<file path="src/rtl/alu_arb_pkg.sv">
// Shared types for the ALU arbiter: FSM encoding and ALU opcode constants.
// Latency: none (declarations only). Backpressure: not applicable.
// Optional build macro: ALU_ARB_FIXED_PRIORITY_EN (consumed by rr_picker and alu_arbiter).
package alu_arb_pkg;

  typedef enum logic [1:0] {
    ST_IDLE    = 2'd0,
    ST_ISSUE   = 2'd1,
    ST_CAPTURE = 2'd2,
    ST_RESP    = 2'd3
  } state_t;

  localparam logic [2:0] ALU_NOP = 3'd0;
  localparam logic [2:0] ALU_ADD = 3'd1;
  localparam logic [2:0] ALU_SUB = 3'd2;
  localparam logic [2:0] ALU_OR  = 3'd3;
  localparam logic [2:0] ALU_AND = 3'd4;
  localparam logic [2:0] ALU_SHL = 3'd5;
  localparam logic [2:0] ALU_SHR = 3'd6;
  localparam logic [2:0] ALU_XOR = 3'd7;

endpackage

</file>
<file path="src/rtl/rr_picker.sv">
// Picks one requester: first valid at or after ptr (round-robin), or lowest index with ALU_ARB_FIXED_PRIORITY_EN.
// Latency: purely combinational. Backpressure: none; the caller decides when a pick is consumed.
module rr_picker #(
  parameter int N     = 2,
  parameter int IDX_W = 1
) (
  input  logic [N-1:0]     req,
  input  logic [IDX_W-1:0] ptr,
  output logic [N-1:0]     gnt,
  output logic [IDX_W-1:0] idx,
  output logic             any
);

`ifdef ALU_ARB_FIXED_PRIORITY_EN
  logic unused_ptr;
  assign unused_ptr = ^ptr;

  always_comb begin
    logic [IDX_W-1:0] cand;
    gnt  = '0;
    idx  = '0;
    any  = 1'b0;
    cand = '0;
    for (int k = 0; k < N; k++) begin
      cand = IDX_W'(k);
      if (req[cand] && !any) begin
        any       = 1'b1;
        idx       = cand;
        gnt[cand] = 1'b1;
      end
    end
  end
`else
  always_comb begin
    logic [IDX_W-1:0] cand;
    int               j;
    gnt  = '0;
    idx  = '0;
    any  = 1'b0;
    cand = '0;
    j    = 0;
    // scan N slots starting at ptr, wrapping past the top index
    for (int k = 0; k < N; k++) begin
      j = int'(ptr) + k;
      if (j >= N) j = j - N;
      cand = IDX_W'(j);
      if (req[cand] && !any) begin
        any       = 1'b1;
        idx       = cand;
        gnt[cand] = 1'b1;
      end
    end
  end
`endif

endmodule

</file>
<file path="src/rtl/alu_arbiter.sv">
// Shares one registered ALU between NUM_REQ requesters; round-robin unless ALU_ARB_FIXED_PRIORITY_EN is defined.
// Latency: request handshake at edge T -> RespValid from edge T+2; one operation per 4 cycles at best.
// Backpressure: ReqReady only in IDLE; response held until RespReady of the granted requester.
module alu_arbiter
  import alu_arb_pkg::*;
#(
  parameter int NUM_REQ = 2,
  parameter int WIDTH   = 16,
  parameter int OP_W    = 3
) (
  input  logic                     CLK,
  input  logic                     RESET_N,
  input  logic [NUM_REQ-1:0]       ReqValid,
  output logic [NUM_REQ-1:0]       ReqReady,
  input  logic [NUM_REQ*WIDTH-1:0] ReqFirst,
  input  logic [NUM_REQ*WIDTH-1:0] ReqSecond,
  input  logic [NUM_REQ*OP_W-1:0]  ReqOp,
  output logic [NUM_REQ-1:0]       RespValid,
  input  logic [NUM_REQ-1:0]       RespReady,
  output logic [WIDTH-1:0]         RespData,
  output logic                     RespZero,
  output logic [WIDTH-1:0]         AluFirst,
  output logic [WIDTH-1:0]         AluSecond,
  output logic [OP_W-1:0]          AluOp,
  input  logic [WIDTH-1:0]         AluResult,
  input  logic                     AluZero,
  output logic                     Busy
);

  localparam int IDX_W = (NUM_REQ > 1) ? $clog2(NUM_REQ) : 1;

  state_t             state, state_nxt;
  logic [IDX_W-1:0]   ptr_q, gnt_q, pick_idx;
  logic [NUM_REQ-1:0] pick_gnt;
  logic               pick_any;

  logic [WIDTH-1:0] first_arr  [NUM_REQ];
  logic [WIDTH-1:0] second_arr [NUM_REQ];
  logic [OP_W-1:0]  op_arr     [NUM_REQ];

  for (genvar i = 0; i < NUM_REQ; i++) begin : g_slot
    assign first_arr[i]  = ReqFirst[i*WIDTH +: WIDTH];
    assign second_arr[i] = ReqSecond[i*WIDTH +: WIDTH];
    assign op_arr[i]     = ReqOp[i*OP_W +: OP_W];
  end

  rr_picker #(
    .N     (NUM_REQ),
    .IDX_W (IDX_W)
  ) u_picker (
    .req (ReqValid),
    .ptr (ptr_q),
    .gnt (pick_gnt),
    .idx (pick_idx),
    .any (pick_any)
  );

  always_ff @(posedge CLK or negedge RESET_N) begin
    if (!RESET_N) state <= ST_IDLE;
    else          state <= state_nxt;
  end

  always_comb begin
    state_nxt = state;
    case (state)
      ST_IDLE:    if (pick_any) state_nxt = ST_ISSUE;
      ST_ISSUE:   state_nxt = ST_CAPTURE;
      ST_CAPTURE: state_nxt = ST_RESP;
      ST_RESP:    if (RespReady[gnt_q]) state_nxt = ST_IDLE;
      default:    state_nxt = ST_IDLE;
    endcase
  end

  always_comb begin
    ReqReady = (state == ST_IDLE) ? pick_gnt : '0;
    Busy     = (state != ST_IDLE);
  end

  always_ff @(posedge CLK or negedge RESET_N) begin
    if (!RESET_N) begin
      AluFirst  <= '0;
      AluSecond <= '0;
      AluOp     <= '0;
      RespValid <= '0;
      RespData  <= '0;
      RespZero  <= 1'b0;
      gnt_q     <= '0;
      ptr_q     <= '0;
    end else begin
      case (state)
        ST_IDLE: begin
          if (pick_any) begin
            AluFirst  <= first_arr[pick_idx];
            AluSecond <= second_arr[pick_idx];
            AluOp     <= op_arr[pick_idx];
            gnt_q     <= pick_idx;
          end
        end
        ST_CAPTURE: begin
          // ALU output now reflects the operands issued two edges ago
          RespData         <= AluResult;
          RespZero         <= AluZero;
          RespValid        <= '0;
          RespValid[gnt_q] <= 1'b1;
          AluFirst         <= '0;
          AluSecond        <= '0;
          AluOp            <= '0;
        end
        ST_RESP: begin
          if (RespReady[gnt_q]) begin
            RespValid <= '0;
`ifdef ALU_ARB_FIXED_PRIORITY_EN
            ptr_q <= '0;
`else
            ptr_q <= (gnt_q == IDX_W'(NUM_REQ - 1)) ? '0 : gnt_q + 1'b1;
`endif
          end
        end
        default: ;
      endcase
    end
  end

endmodule

</file>
<file path="config.mk">
export PLATFORM = sky130hd
export DESIGN_NAME = alu_arbiter
export DESIGN_NICKNAME = d
export VERILOG_FILES = /design/src/rtl/alu_arb_pkg.sv /design/src/rtl/rr_picker.sv /design/src/rtl/alu_arbiter.sv
export SDC_FILE = /design/constraint.sdc
export NUM_CORES = 1
export LEC_CHECK = 0
export BUFFER_PORTS_ARGS = -buffer_cell sky130_fd_sc_hd__buf_2
export CAP_MARGIN = 40
export CORE_MARGIN = 3
export CORE_UTILIZATION = 26
export CTS_CLUSTER_DIAMETER = 30
export DETAILED_ROUTE_END_ITERATION = 7
export GPL_ROUTABILITY_DRIVEN = 0
export HOLD_SLACK_MARGIN = 0.15
export SYNTH_ARGS = -nofsm -noshare
export SYNTH_HDL_FRONTEND = slang
export SYNTH_SLANG_ARGS = --single-unit
export TNS_END_PERCENT = 100
</file>
<file path="constraint.sdc">
create_clock -name CLK -period 1.8 [get_ports CLK]
set_input_delay 0.36 -clock CLK [delete_from_list [all_inputs] [get_ports CLK]]
set_output_delay 0.36 -clock CLK [all_outputs]
set_load 0.1 [all_outputs]
</file>
==> results by group <==
Outcome
  • Outcome: completed

Timing
  • Rel. slew slack: 0.667
  • Layout Skew: 0.0112 ns
  • Max Freq: 557 MHz
  • Fin. Hold Viols: 0
  • # setup viols final: 0
  • Max Slew Vio Count: 0
  • Actual slew at the worst max-slew pin: 0.503 ns
  • Period utilization: 0.998
  • Tmin final: 1.80 ns
  • RSZ-0062 raised after global routing: yes

Route
  • Drt first pass iters: 2
  • Final ANT Viol Nets: 0
  • Routed WL: 7080 um
  • WL/cell: 13.2 um
  • DRC: 0
  • Ratio of routed vias to standard cells: 4.29
  • Iter 0 DRT Violations: 43
  • Vias: 2,306

Die
  • Row count: 37
  • DIE HEIGHT: 109 um
  • Initial core utilization: 0.268
  • Die area: 11,900 um^2
  • Core Footprint: 10,300 um^2
  • Die X: 109 um
  • Ports: 150

Clock network
  • CTS Buf Count: 9
  • CTS clk-pin slew, worst paths: 0.07 ns
  • CTS root buffer: clkbuf_8
  • Clock latency on the worst-skew pair: 0.34 ns
  • CTS tree: done
  • CTS H-tree depth: 3
  • # clock sinks: 58
  • Clk buf depth: 2

Worst setup path
  • Register-to-register setup slack: 0.18 ns
  • CP Max Fanout: 3
  • CP arrival: 1.44 ns
  • Delay-heaviest family, CP: flip-flops
  • Setup crit end kind: output port
  • CP Class: reg -> out
  • Slowest stage cell, crit path: dfrtp_1
  • Startpoint Class: flip-flop
  • CP Buf/Inv Count: 3
  • Critical Path Max Stage Delay: 0.40 ns
  • Critical Path RT: 1.44 ns
  • Cells along the critical path: inv_2 > ha_4 > buf_6 > nand2_4 > a21oi_4 > buf_12

Synthesis
  • Register area share after synthesis: 0.525
  • Syn nets: 328
  • Yosys warning total: 0
  • Syn Area/Cell: 11.9 um^2
  • Number of distinct library cells after synthesis: 22
  • Yosys reg bits: 58
  • Post-synthesis cell area: 2770 um^2
  • Synthesized instance count: 232

Global routing
  • All-layer global routing usage: 0.121
  • Pin count of the biggest net entering global routing: 59
  • Number of global-route vias before repair: 2,325
  • First-pass GRT wire length: 11,000 um
  • Antenna violations before repair: 0
  • GRT overflow: 0

Final layout
  • N_diodes: 0
  • Area overhead of the layout relative to synthesis: 48.5%
  • Util after Layout: 0.398
  • Layout net count: 493
  • Layout cell share with drive strength beyond 1: 0.600
  • Most common cell after layout, fill and taps aside: buf_2
  • Most frequent cells in the layout: 146 x buf_2, 57 x dfrtp_1, 40 x nand2_1

Job
  • Total of max-cap violations: 0

Placement
  • Placed wire-length estimate: 5160 um
  • I/O Buffers: 149

Worst hold path
  • Worst hold path class: in -> reg
through the flow:
step	instances	TNS (ns)	setup slack [ns]	cell area, um^2	hold slack (ns)
global route	538	-0.123	-0.0643	4110	0.226
floorplan	232	-0.420	-0.0545	2790	0.0644
global placement	514	0	0.0769	3770	0.389
detailed placement	514	-0.0370	-0.0273	3770	0.393
CTS	538	-0.00645	-0.00645	4100	0.226
finish	538	0	0.00336	4110	0.248
flip-flops by register name, indices dropped and copies added, names as in the netlist:
| name | cells |
|---|---|
| ptr_q | 1 |
| state | 2 |
| RespZero | 1 |
| AluOp | 3 |
| AluSecond | 16 |
| RespValid | 2 |
| AluFirst | 16 |
| gnt_q | 1 |
| RespData | 16 |
routing by layer:
metal,wire [um],up-vias,global-route usage
met5,0,-,0
met2,3330,100,0.197
met1,2920,1068,0.145
met3,716,9,0.0450
li1,-,1129,-
met4,100,0,0.0469
final cells by class:
type / count / area [um^2]
Timing Repair Buffer: 167 / 1020
Clock buffer: 9 / 124
Tap cell: 136 / 170
Clock inverter: 7 / 93.8
Fill cell: 1017 / 6220
Inverter: 5 / 18.8
Sequential cell: 58 / 1450
Multi-Input combinational cell: 156 / 1220
cells in the mapped netlist:
cell type	instances	area (um^2)
a211oi_1	1	7.51
a21o_1	1	7.51
a21oi_1	4	20.0
buf_12	3	60.1
buf_2	5	25.0
buf_4	4	30.0
buf_6	1	11.3
dfrtp_1	58	1450
ha_1	3	37.5
inv_1	4	15.0
inv_2	1	3.75
mux2_2	17	191
mux2i_1	36	360
nand2_1	41	154
nor2_1	5	18.8
nor2b_1	2	12.5
nor3b_1	1	7.51
nor3b_2	1	12.5
o21ai_0	12	60.1
o21ai_2	30	263
o21bai_2	1	11.3
or3_1	1	6.26
timing repair:
item	4_1_cts	5_1_grt
hold endpoints to repair	58	0
gates resized for setup	9	2
pin swaps	4	0
cloned	1	0
setup buffers	6	0
hold buffers	1	0
setup endpoints to repair	3	6
cell families (layout without fill, tap and decap cells):
logic type	Yosys count	after routing	share of synthesized area
flip-flops	58	58	0.525
multiplexers	53	53	0.199
AND/OR/NAND/NOR	51	51	0.0764
AO/OA/AOI/OAI	49	49	0.133
buffers and inverters	18	188	0.0525
adder cells (fa/ha/maj)	3	3	0.0136
final timing paths:
kind / start / to / depth (start not counted)
worst max-delay path: state[1] / ReqReady[0] / 6
worst min-delay path: AluResult[14] / RespData[14] / 2
worst max register to register: state[1] / AluSecond[1] / 7
worst min register to register: AluFirst[4] / AluFirst[4] / 2
max in group asynchronous: RESET_N / ptr_q / 3
min in group asynchronous: RESET_N / AluSecond[4] / 3
Power is not shown: default switching activity piles up to over one toggle a cycle in this logic, so the estimate is an artifact.
